<file path="src/rtl/demux2_tdm.sv">
// Two-channel bit-interleaved TDM demultiplexer with frame-sync lock.
// Even slots feed channel 1 and odd slots feed channel 2, MSB first. Both words are presented together on frame completion.

module demux2_tdm_lane #(
  parameter int WIDTH = 8
) (
  input  logic             clk,
  input  logic             rst_n,
  input  logic             restart,
  input  logic             shift,
  input  logic             din,
  output logic [WIDTH-1:0] word_nx
);
  logic [WIDTH-1:0] sr;

  // Value this lane will hold once the current bit has been taken in.
  assign word_nx = shift ? {sr[WIDTH-2:0], din} : sr;

  always_ff @(posedge clk) begin
    if (!rst_n)
      sr <= '0;
    else if (restart)
      sr <= shift ? {{(WIDTH-1){1'b0}}, din} : '0;
    else if (shift)
      sr <= word_nx;
  end
endmodule

module demux2_tdm #(
  parameter int WIDTH = 8
) (
  input  logic             clk,
  input  logic             rst_n,
  input  logic             in,
  input  logic             in_valid,
  input  logic             sync,
  output logic [WIDTH-1:0] out1,
  output logic [WIDTH-1:0] out2,
  output logic             out_valid,
  output logic             locked,
  output logic             frame_err
);
  localparam int SLOTS = 2 * WIDTH;
  localparam int CW    = $clog2(SLOTS);
  localparam logic [CW-1:0] LAST = CW'(SLOTS - 1);

  typedef enum logic {UNLOCKED, RUN} state_t;

  state_t                     state;
  logic   [CW-1:0]            cnt;
  logic                       accept, restart, sel;
  logic   [1:0][WIDTH-1:0]    word_nx;

  assign accept  = in_valid && (state == RUN || sync);
  // A sync anywhere but slot 0 of a running frame starts a fresh frame.
  assign restart = in_valid && sync && (state == UNLOCKED || cnt != '0);
  assign sel     = restart ? 1'b0 : cnt[0];

  for (genvar g = 0; g < 2; g++) begin : g_lane
    demux2_tdm_lane #(.WIDTH(WIDTH)) u_lane (
      .clk     (clk),
      .rst_n   (rst_n),
      .restart (restart),
      .shift   (accept && (sel == (g == 1))),
      .din     (in),
      .word_nx (word_nx[g])
    );
  end

  always_ff @(posedge clk) begin
    if (!rst_n) begin
      state     <= UNLOCKED;
      cnt       <= '0;
      out1      <= '0;
      out2      <= '0;
      out_valid <= 1'b0;
      locked    <= 1'b0;
      frame_err <= 1'b0;
    end else begin
      out_valid <= 1'b0;
      frame_err <= 1'b0;
      if (in_valid) begin
        case (state)
          UNLOCKED: if (sync) begin
            state  <= RUN;
            locked <= 1'b1;
            cnt    <= CW'(1);
          end
          RUN: begin
            if (restart) begin
              frame_err <= 1'b1;
              cnt       <= CW'(1);
            end else if (cnt == LAST) begin
              out1      <= word_nx[0];
              out2      <= word_nx[1];
              out_valid <= 1'b1;
              cnt       <= '0;
            end else begin
              cnt <= cnt + 1'b1;
            end
          end
          default: state <= UNLOCKED;
        endcase
      end
    end
  end
endmodule

</file>
<file path="config.mk">
export PLATFORM = sky130hd
export DESIGN_NAME = demux2_tdm
export DESIGN_NICKNAME = d
export VERILOG_FILES = /design/src/rtl/demux2_tdm.sv
export SDC_FILE = /design/constraint.sdc
export NUM_CORES = 1
export LEC_CHECK = 0
export ABC_CLOCK_PERIOD_IN_PS = 4200
export BUFFER_PORTS_ARGS = -buffer_cell sky130_fd_sc_hd__buf_2
export CORE_MARGIN = 4
export CORE_UTILIZATION = 45
export DETAILED_ROUTE_END_ITERATION = 8
export GPL_TIMING_DRIVEN = 0
export PLACE_DENSITY = 0.74
export REMOVE_ABC_BUFFERS = 1
export SLEW_MARGIN = 5
export SYNTH_ARGS = -nofsm -noshare
export SYNTH_HDL_FRONTEND = slang
export SYNTH_SLANG_ARGS = --single-unit
</file>
<file path="constraint.sdc">
create_clock -name clk -period 4.2 [get_ports clk]
set_clock_uncertainty 0.15 [all_clocks]
set_input_delay 0 -clock clk [delete_from_list [all_inputs] [get_ports clk]]
set_output_delay 0 -clock clk [all_outputs]
set_load 0.02 [all_outputs]
</file>
# == After elaboration in Yosys (flattened, before gate mapping) ==
# Cells that the tools add are included.
# totals
ramBits,0
rom_bits,0
output_inout_bits,19
input_bits,5
elab_cells,49
mem_count,0
ff_bits,40
latch_bits,0
# op_classes
magnitude_cmp,0
add_sub_neg,1
eq_ne,2
reduce_logical,15
bitwise,5
n_shift,0
n_mux,17
n_div,0
mul,0
# ops
op,count
$mux 8,6
$mux 4,3
$pmux 4 s2,1
$mux 1,7
$reduce_and 3->1,2
$logic_and 1x1->1,5
$not 1->1,5
$add 4x1->4 const B,1
$eq 4x4->1 const B,1
$reduce_and 4->1,1
$reduce_bool 2->1,2
$reduce_bool 4->1,1
$reduce_or 4->1,1
$logic_or 1x1->1,2
$ne 2x2->1 const B,1
$reduce_and 2->1,1

# == Depth between registers and ports, before layout ==
# Gate-level depths: netlist of the first run.
# logic_depth
ltp_word,9
ltp_mapped,7
ltp_nobuf,6

# == Hierarchy ==
# A second synthesis of the first run with hierarchy kept.
# hier_totals
hier_cells,170
hier_area_um2,1786.7
# modules_own_cells
module,seq_area_each_um2,area_per_inst_um2,n_inst,cells_per_inst
demux2_tdm,480.5,1071.0,1,112
demux2_tdm_lane,160.2,357.8,2,29

# == Worst setup path after synthesis of the first run ==
# Ideal clock, no wire load.
# synth_path
path_kind,register to register
startpoint,reg cnt[0]
endpoint,reg out2[3]
stages_incl_launch_ff,7
setup_ns,0.132
arrival_time_ns,1.670
path_slack_ns,2.247
synth_period_minus_slack_ns,1.953
t_required_ns,3.918
path_buffers,0
cell_sequence,dfxtp_1 inv_1 ha_1 nand4bb_4 a211oi_4 mux2i_1 a21oi_1
# synth_via
elab_chain_cells,6
word_cells_on_any_way,9
classes_between,eq/ne: 1; mux: 2; bitwise: 1; reduce/logical: 5
# synth_rtl
element,line_no,rtl
"start, declared",50,logic [CW-1:0] cnt;
"start signal, assigned",99,cnt <= cnt + 1'b1;
$reduce_bool 4->1,56,assign restart = in_valid && sync && (state == UNLOCKED || cnt != '0);
$logic_or 1x1->1,56,
$logic_and 1x1->1,56,
$mux 1,57,assign sel = restart ? 1'b0 : cnt[0];
$logic_and 1x1->1,64,".shift (accept && (sel == (g == 1))),"
$mux 8,17,"assign word_nx = shift ? {sr[WIDTH-2:0], din} : sr;"
"end signal, assigned",95,out2 <= word_nx[1];
"end, declared",38,"output logic [WIDTH-1:0] out2,"
# Several ways; a longest one is shown, not always the timed one.
# A chain may end at the register's enable or synchronous reset.

# == Worst setup path after layout of the first run ==
# layout_path
startpoint,reg cnt[0]
endpoint,reg out2[2]
# The elaborated chain is that of the path after synthesis.

==> results.py, run 1 <==
metrics = {
    "final_layout": {
        "nFillCells": 296,
        "final_core_util": 0.563,
        "finalNetCount": 187,
        "diodes": 0,
        "syn_to_final_growth_pct": 16.8,
        "drive_gt1_frac": 0.200,
    },
    "cts": {
        "cts_tree": "yes",
        "h-tree-depth": 2,
        "numCtsBuffers": 5,
        "cts-root-buf": "clkbuf_4",
        "clkTransAtPathRegs_ns": 0.11,
        "postCtsSetupBuffers": 0,
        "cts_hold_buffers": 5,
        "clock-sinks": 40,
        "ctsResizeCount": 0,
        "clk_latency_ns": 0.34,
        "ctsLongestPathBuffers": 2,
    },
    "yosys": {
        "synth_top_area_cell": "dfxtp_1",
        "yosys_warnings": 0,
        "ys_types": 27,
        "synth_common_cells": "dfxtp_1 (40), a21oi_1 (32), nor2_1 (19)",
        "synth.most_common_cell": "dfxtp_1",
        "ys_seq_elements": 40,
        "synth_area_leaders": "dfxtp_1 (54%), a21oi_1 (11%), mux2i_1 (11%)",
        "dominantRegCellSynth": "dfxtp_1",
        "syn_inst": 152,
        "synth_area_per_cell_um2": 9.83,
        "ys_seq_area_frac": 0.536,
        "synth_top_area_frac": 0.536,
        "synth_edf_count": 0,
        "syn_area_um2": 1490,
        "synthArstFlopShare": 0,
    },
    "pwr": {
        "seq_power_share": 0.640,
        "power.share.switching": 0.239,
        "peakVddDrop_v": 0.000275,
        "switching_power_uw": 144,
        "leakage_uw": 0.000687,
        "p_per_area_nw_per_um2": 346,
        "clkPwrFrac": 0.293,
        "combinationalPowerShare": 0.067,
        "power_uw": 604,
        "internal_power_uw": 460,
    },
    "placed_design": {
        "dp_hpwl_um": 1930,
        "io_buffers": 23,
        "place.gp.congestion": 0.727,
    },
    "flow_run": {
        "max_cap_viol_count": 0,
    },
    "timing": {
        "grt_setup_unrepaired": "false",
        "min_period_ns": 2.20,
        "max_slew.worst_pin.slew_ns": 0.852,
        "maxSlewHeadroom": 0.431,
        "slew_viol_final": 0,
        "hold_viol_final": 0,
        "setup_viol": 0,
        "fmaxAchievable_ghz": 0.455,
        "post-route-period-util": 0.523,
        "finalSetupTns_ns": 0,
    },
    "route": {
        "routed_wl_um": 2850,
        "drc": 0,
        "first_iter_violations": 25,
        "post_drt_via_cell_ratio": 5.16,
        "wl_per_cell_um": 12.7,
        "drtPass1Iterations": 4,
        "ant_nets": 0,
        "vias": 1155,
    },
    "setup_path": {
        "cp.required_ns": 4.29,
        "cp-end-kind": "flip-flop",
        "cp_max_fo": 8,
        "startpoint_type": "flip-flop",
        "critical_path_class": "flip-flop to flip-flop",
        "cp.arrival_ns": 2.29,
        "worstRegToRegCells": 6,
    },
    "grt": {
        "antenna_found_initial": 0,
        "track_usage": 0.153,
        "grt-ovfl-total": 0,
        "grt_pass1_wl_um": 5090,
        "grt_pass1_vias": 1187,
        "grt_max_degree": 22,
    },
    "floorplan": {
        "dieArea_um2": 4310,
        "io_pins": 24,
        "core_um2": 3100,
        "rows": 20,
        "chipHeight_um": 65.6,
        "die_w_um": 65.6,
        "start_util": 0.481,
    },
    "worst_hold_path": {
        "min_path_cells": 4,
        "min_path_type": "input port to flip-flop",
    },
    "run_status": {
        "status": "completed",
    },
}
==> final cells by class <==
type	count	area, um2	area share
tap	44	55.1	0.0315
sequential	40	801	0.459
multi-input combinational	99	648	0.371
timing repair buffer	29	176	0.101
clock buffer	6	41.3	0.0237
clock inverter	1	5.00	0.00287
inverter	5	18.8	0.0108
==> power by group through the flow <==
stage	sequential [uW]	clock, uW	combinational (uW)
3_3_place_gp	395	0	36.5
2_1_floorplan	395	0	25.1
3_5_place_dp	395	0	37.8
5_1_grt	387	203	44.6
6_report	387	177	40.5
4_1_cts	387	184	41.1
==> layout by cell type (no fill, tap or decap), types with 2 or more instances in the layout <==
master and instances:
nor2_1 19, ha_1 2, dfxtp_1 40, nand2_1 6, dlygate4sd3_1 5, buf_2 23, inv_1 5, clkbuf_4 5
nand3_1 3, mux2i_1 16, o21ai_0 6, a21oi_1 32
==> critical path, stage by stage (launching register included) <==
cell and delay [ns]:
dfxtp_1 0.38, inv_1 0.18, ha_1 0.22, nand4bb_4 0.17
a211oi_4 0.59, mux2i_1 0.31, a21oi_1 0.09
==> stage by stage <==
stage	instances	setup WS, ns	hold slack, ns	area [um2]
2_1_floorplan	144	1.96	-0.0322	1460
3_3_place_gp	211	1.30	0.146	1630
3_5_place_dp	212	2.03	0.146	1650
4_1_cts	224	2.00	0.331	1750
5_1_grt	224	1.77	0.337	1750
6_report	224	2.00	0.327	1750
==> per-layer routing <==
layer / global-route usage / vias to the layer above / routed length, um
met3: 0.0564 / 5 / 148
li1: - / 589 / -
met2: 0.249 / 25 / 1310
met5: 0 / - / 0
met4: 0.0596 / 0 / 53
met1: 0.182 / 536 / 1340
==> sequential cells by signal (all words and copies together) (netlist names) <==
name	count
cnt	4
g_lane.u_lane.sr	16
state	1
out_valid	1
out2	8
locked	1
out1	8
frame_err	1
==> cells by family after synthesis <==
kind of cell / after synthesis / share of synthesized area
adder cells (fa/ha/maj): 2 / 0.0167
AND/OR/NAND/NOR: 33 / 0.108
flip-flops: 40 / 0.536
AO/OA/AOI/OAI: 48 / 0.195
multiplexers: 16 / 0.107
buffers and inverters: 13 / 0.0369
==> path summary, 6_finish.rpt <==
path                             start                     end  slack, ns
worst max-delay path            cnt[0]                 out2[2]       2.00
worst min-delay path                in  g_lane[1].u_lane.sr[0]       0.33
worst max register to register  cnt[0]                 out2[2]       2.00
worst min register to register  locked                  locked       0.33
No activity file was read; power rests on OpenSTA's default activity.
==> inputs of run 2 (changes only) <==
Settings changed: ABC_CLOCK_PERIOD_IN_PS 4200 to 2150.
Clock period 4.2 ns to 2.15 ns, I/O delays scaled along.
==> results.py, run 2 (synthesized netlist as in run 1, its figures left out) <==
metrics = {
    "floorplan": {
        "io_pins": 24,
        "die_w_um": 65.6,
        "chipHeight_um": 65.6,
        "start_util": 0.481,
        "rows": 20,
        "dieArea_um2": 4310,
        "core_um2": 3100,
    },
    "worst_hold_path": {
        "min_path_type": "input port to flip-flop",
    },
    "timing": {
        "grt_setup_unrepaired": "false",
        "maxSlewHeadroom": 0.619,
        "min_period_ns": 2.02,
        "setup_viol": 0,
        "post-route-period-util": 0.938,
        "whs_ns": 0.326,
        "slew_viol_final": 0,
        "fmaxAchievable_ghz": 0.496,
        "hold_viol_final": 0,
        "max_slew.worst_pin.slew_ns": 0.568,
    },
    "final_layout": {
        "final_core_util": 0.577,
        "top_register": "g_lane.u_lane.sr",
        "largestRegisters": "g_lane.u_lane.sr: 16 flops, out1: 8 flops, out2: 8 flops",
        "mostFrequentLayoutCells": "dfxtp_1 (40), a21oi_1 (32), buf_2 (23), nor2_1 (19), mux2i_1 (16)",
        "final_common_cell": "dfxtp_1",
        "drive_gt1_frac": 0.210,
        "finalNetCount": 188,
        "largest_register_ffs": 16,
        "nFillCells": 295,
        "diodes": 0,
        "syn_to_final_growth_pct": 19.8,
    },
    "flow_run": {
        "max_cap_viol_count": 0,
    },
    "pwr": {
        "power.share.switching": 0.241,
        "peakVddDrop_v": 0.000536,
        "seq_power_share": 0.637,
        "switching_power_uw": 286,
        "power_uw": 1190,
        "leakage_uw": 0.000705,
        "p_per_area_nw_per_um2": 663,
        "clkPwrFrac": 0.292,
        "internal_power_uw": 900,
        "combinationalPowerShare": 0.071,
    },
    "setup_path": {
        "cp_max_fo": 8,
        "cp.arrival_ns": 2.11,
        "critical_path_class": "flip-flop to flip-flop",
        "cp.required_ns": 2.24,
        "cp-end-kind": "flip-flop",
        "startpoint_type": "flip-flop",
    },
    "placed_design": {
        "io_buffers": 23,
        "dp_hpwl_um": 1930,
        "place.gp.congestion": 0.727,
    },
    "grt": {
        "grt_max_degree": 22,
        "grt-ovfl-total": 0,
        "grt_pass1_vias": 1197,
        "antenna_found_initial": 0,
        "track_usage": 0.154,
        "grt_pass1_wl_um": 5130,
    },
    "cts": {
        "ctsLongestPathBuffers": 2,
        "cts_tree": "yes",
        "clkTransAtPathRegs_ns": 0.11,
        "cts-root-buf": "clkbuf_4",
        "h-tree-depth": 2,
        "clock-sinks": 40,
        "clk_latency_ns": 0.34,
        "numCtsBuffers": 5,
    },
    "route": {
        "wl_per_cell_um": 13.0,
        "drc": 0,
        "ant_nets": 0,
        "drtPass1Iterations": 4,
        "vias": 1185,
        "first_iter_violations": 28,
        "routed_wl_um": 2920,
        "post_drt_via_cell_ratio": 5.27,
    },
    "run_status": {
        "status": "completed",
    },
}
-- run 2: changes by cell type in the layout (fill, tap and decap cells not counted) --
cell           before  now
nor3_2              1    0
a211oi_2            1    0
buf_12              0    2
a211oi_4            1    2
dlygate4sd3_1       5    4
nor3_4              0    1
-- run 2: stage by stage --
stage	instances	setup WS [ns]	TNS [ns]	cell area [um2]
floorplan	144	-0.0930	-0.611	1460
global route	225	0.0162	0	1790
global placement	211	-0.752	-11.29	1630
detailed placement	212	-0.0164	-0.103	1650
CTS	224	0.121	0	1760
finish	225	0.133	0	1790
-- run 2: final timing paths --
check	to	startpoint	depth (start not counted)	slack (ns)
worst max-delay path	out2[2]	cnt[0]	7	0.13
worst min-delay path	g_lane[1].u_lane.sr[0]	in	4	0.33
worst max register to register	out2[2]	cnt[0]	7	0.13
worst min register to register	locked	locked	2	0.34
-- run 2: final cells by class --
type / instances / area (um2) / share of cell area
Tap cell: 44 / 55.1 / 0.0308
Timing Repair Buffer: 30 / 206 / 0.115
Multi-Input combinational cell: 99 / 662 / 0.370
Clock buffer: 6 / 41.3 / 0.0231
Clock inverter: 1 / 5.00 / 0.00280
Sequential cell: 40 / 801 / 0.448
Inverter: 5 / 18.8 / 0.0105
-- run 2: power groups by stage --
stage / Sequential, uW / Clock [uW] / Combinational [uW]
floorplan: 772 / 0 / 49.0
global placement: 772 / 0 / 71.3
detailed placement: 772 / 0 / 73.8
CTS: 756 / 359 / 83.7
global route: 757 / 396 / 91.6
finish: 755 / 346 / 84.2
-- run 2: per-layer routing --
layer	up-vias	GRT usage	wire, um	part of all wire
li1	590	-	-	-
met1	556	0.185	1370	0.47
met2	34	0.248	1320	0.45
met3	5	0.0564	169	0.058
met4	0	0.0622	53	0.018
met5	-	0	0	0
-- run 2: worst max-delay path: stages, from the launching register on --
cell and delay, ns:
dfxtp_1 0.38, inv_1 0.18, ha_1 0.22, nand4bb_4 0.19, a211oi_4 0.30, buf_12 0.17, mux2i_1 0.23, a21oi_1 0.09
-- run 2: timing repair --
| action | in CTS | in global routing |
|---|---|---|
| pin swaps | 1 | 1 |
| buffers inserted | 1 | 1 |
| hold buffers | 4 | 0 |
| endpoints found under the setup margin | 20 | 12 |
| hold endpoints to repair | 23 | 0 |
| resized for setup | 1 | 1 |
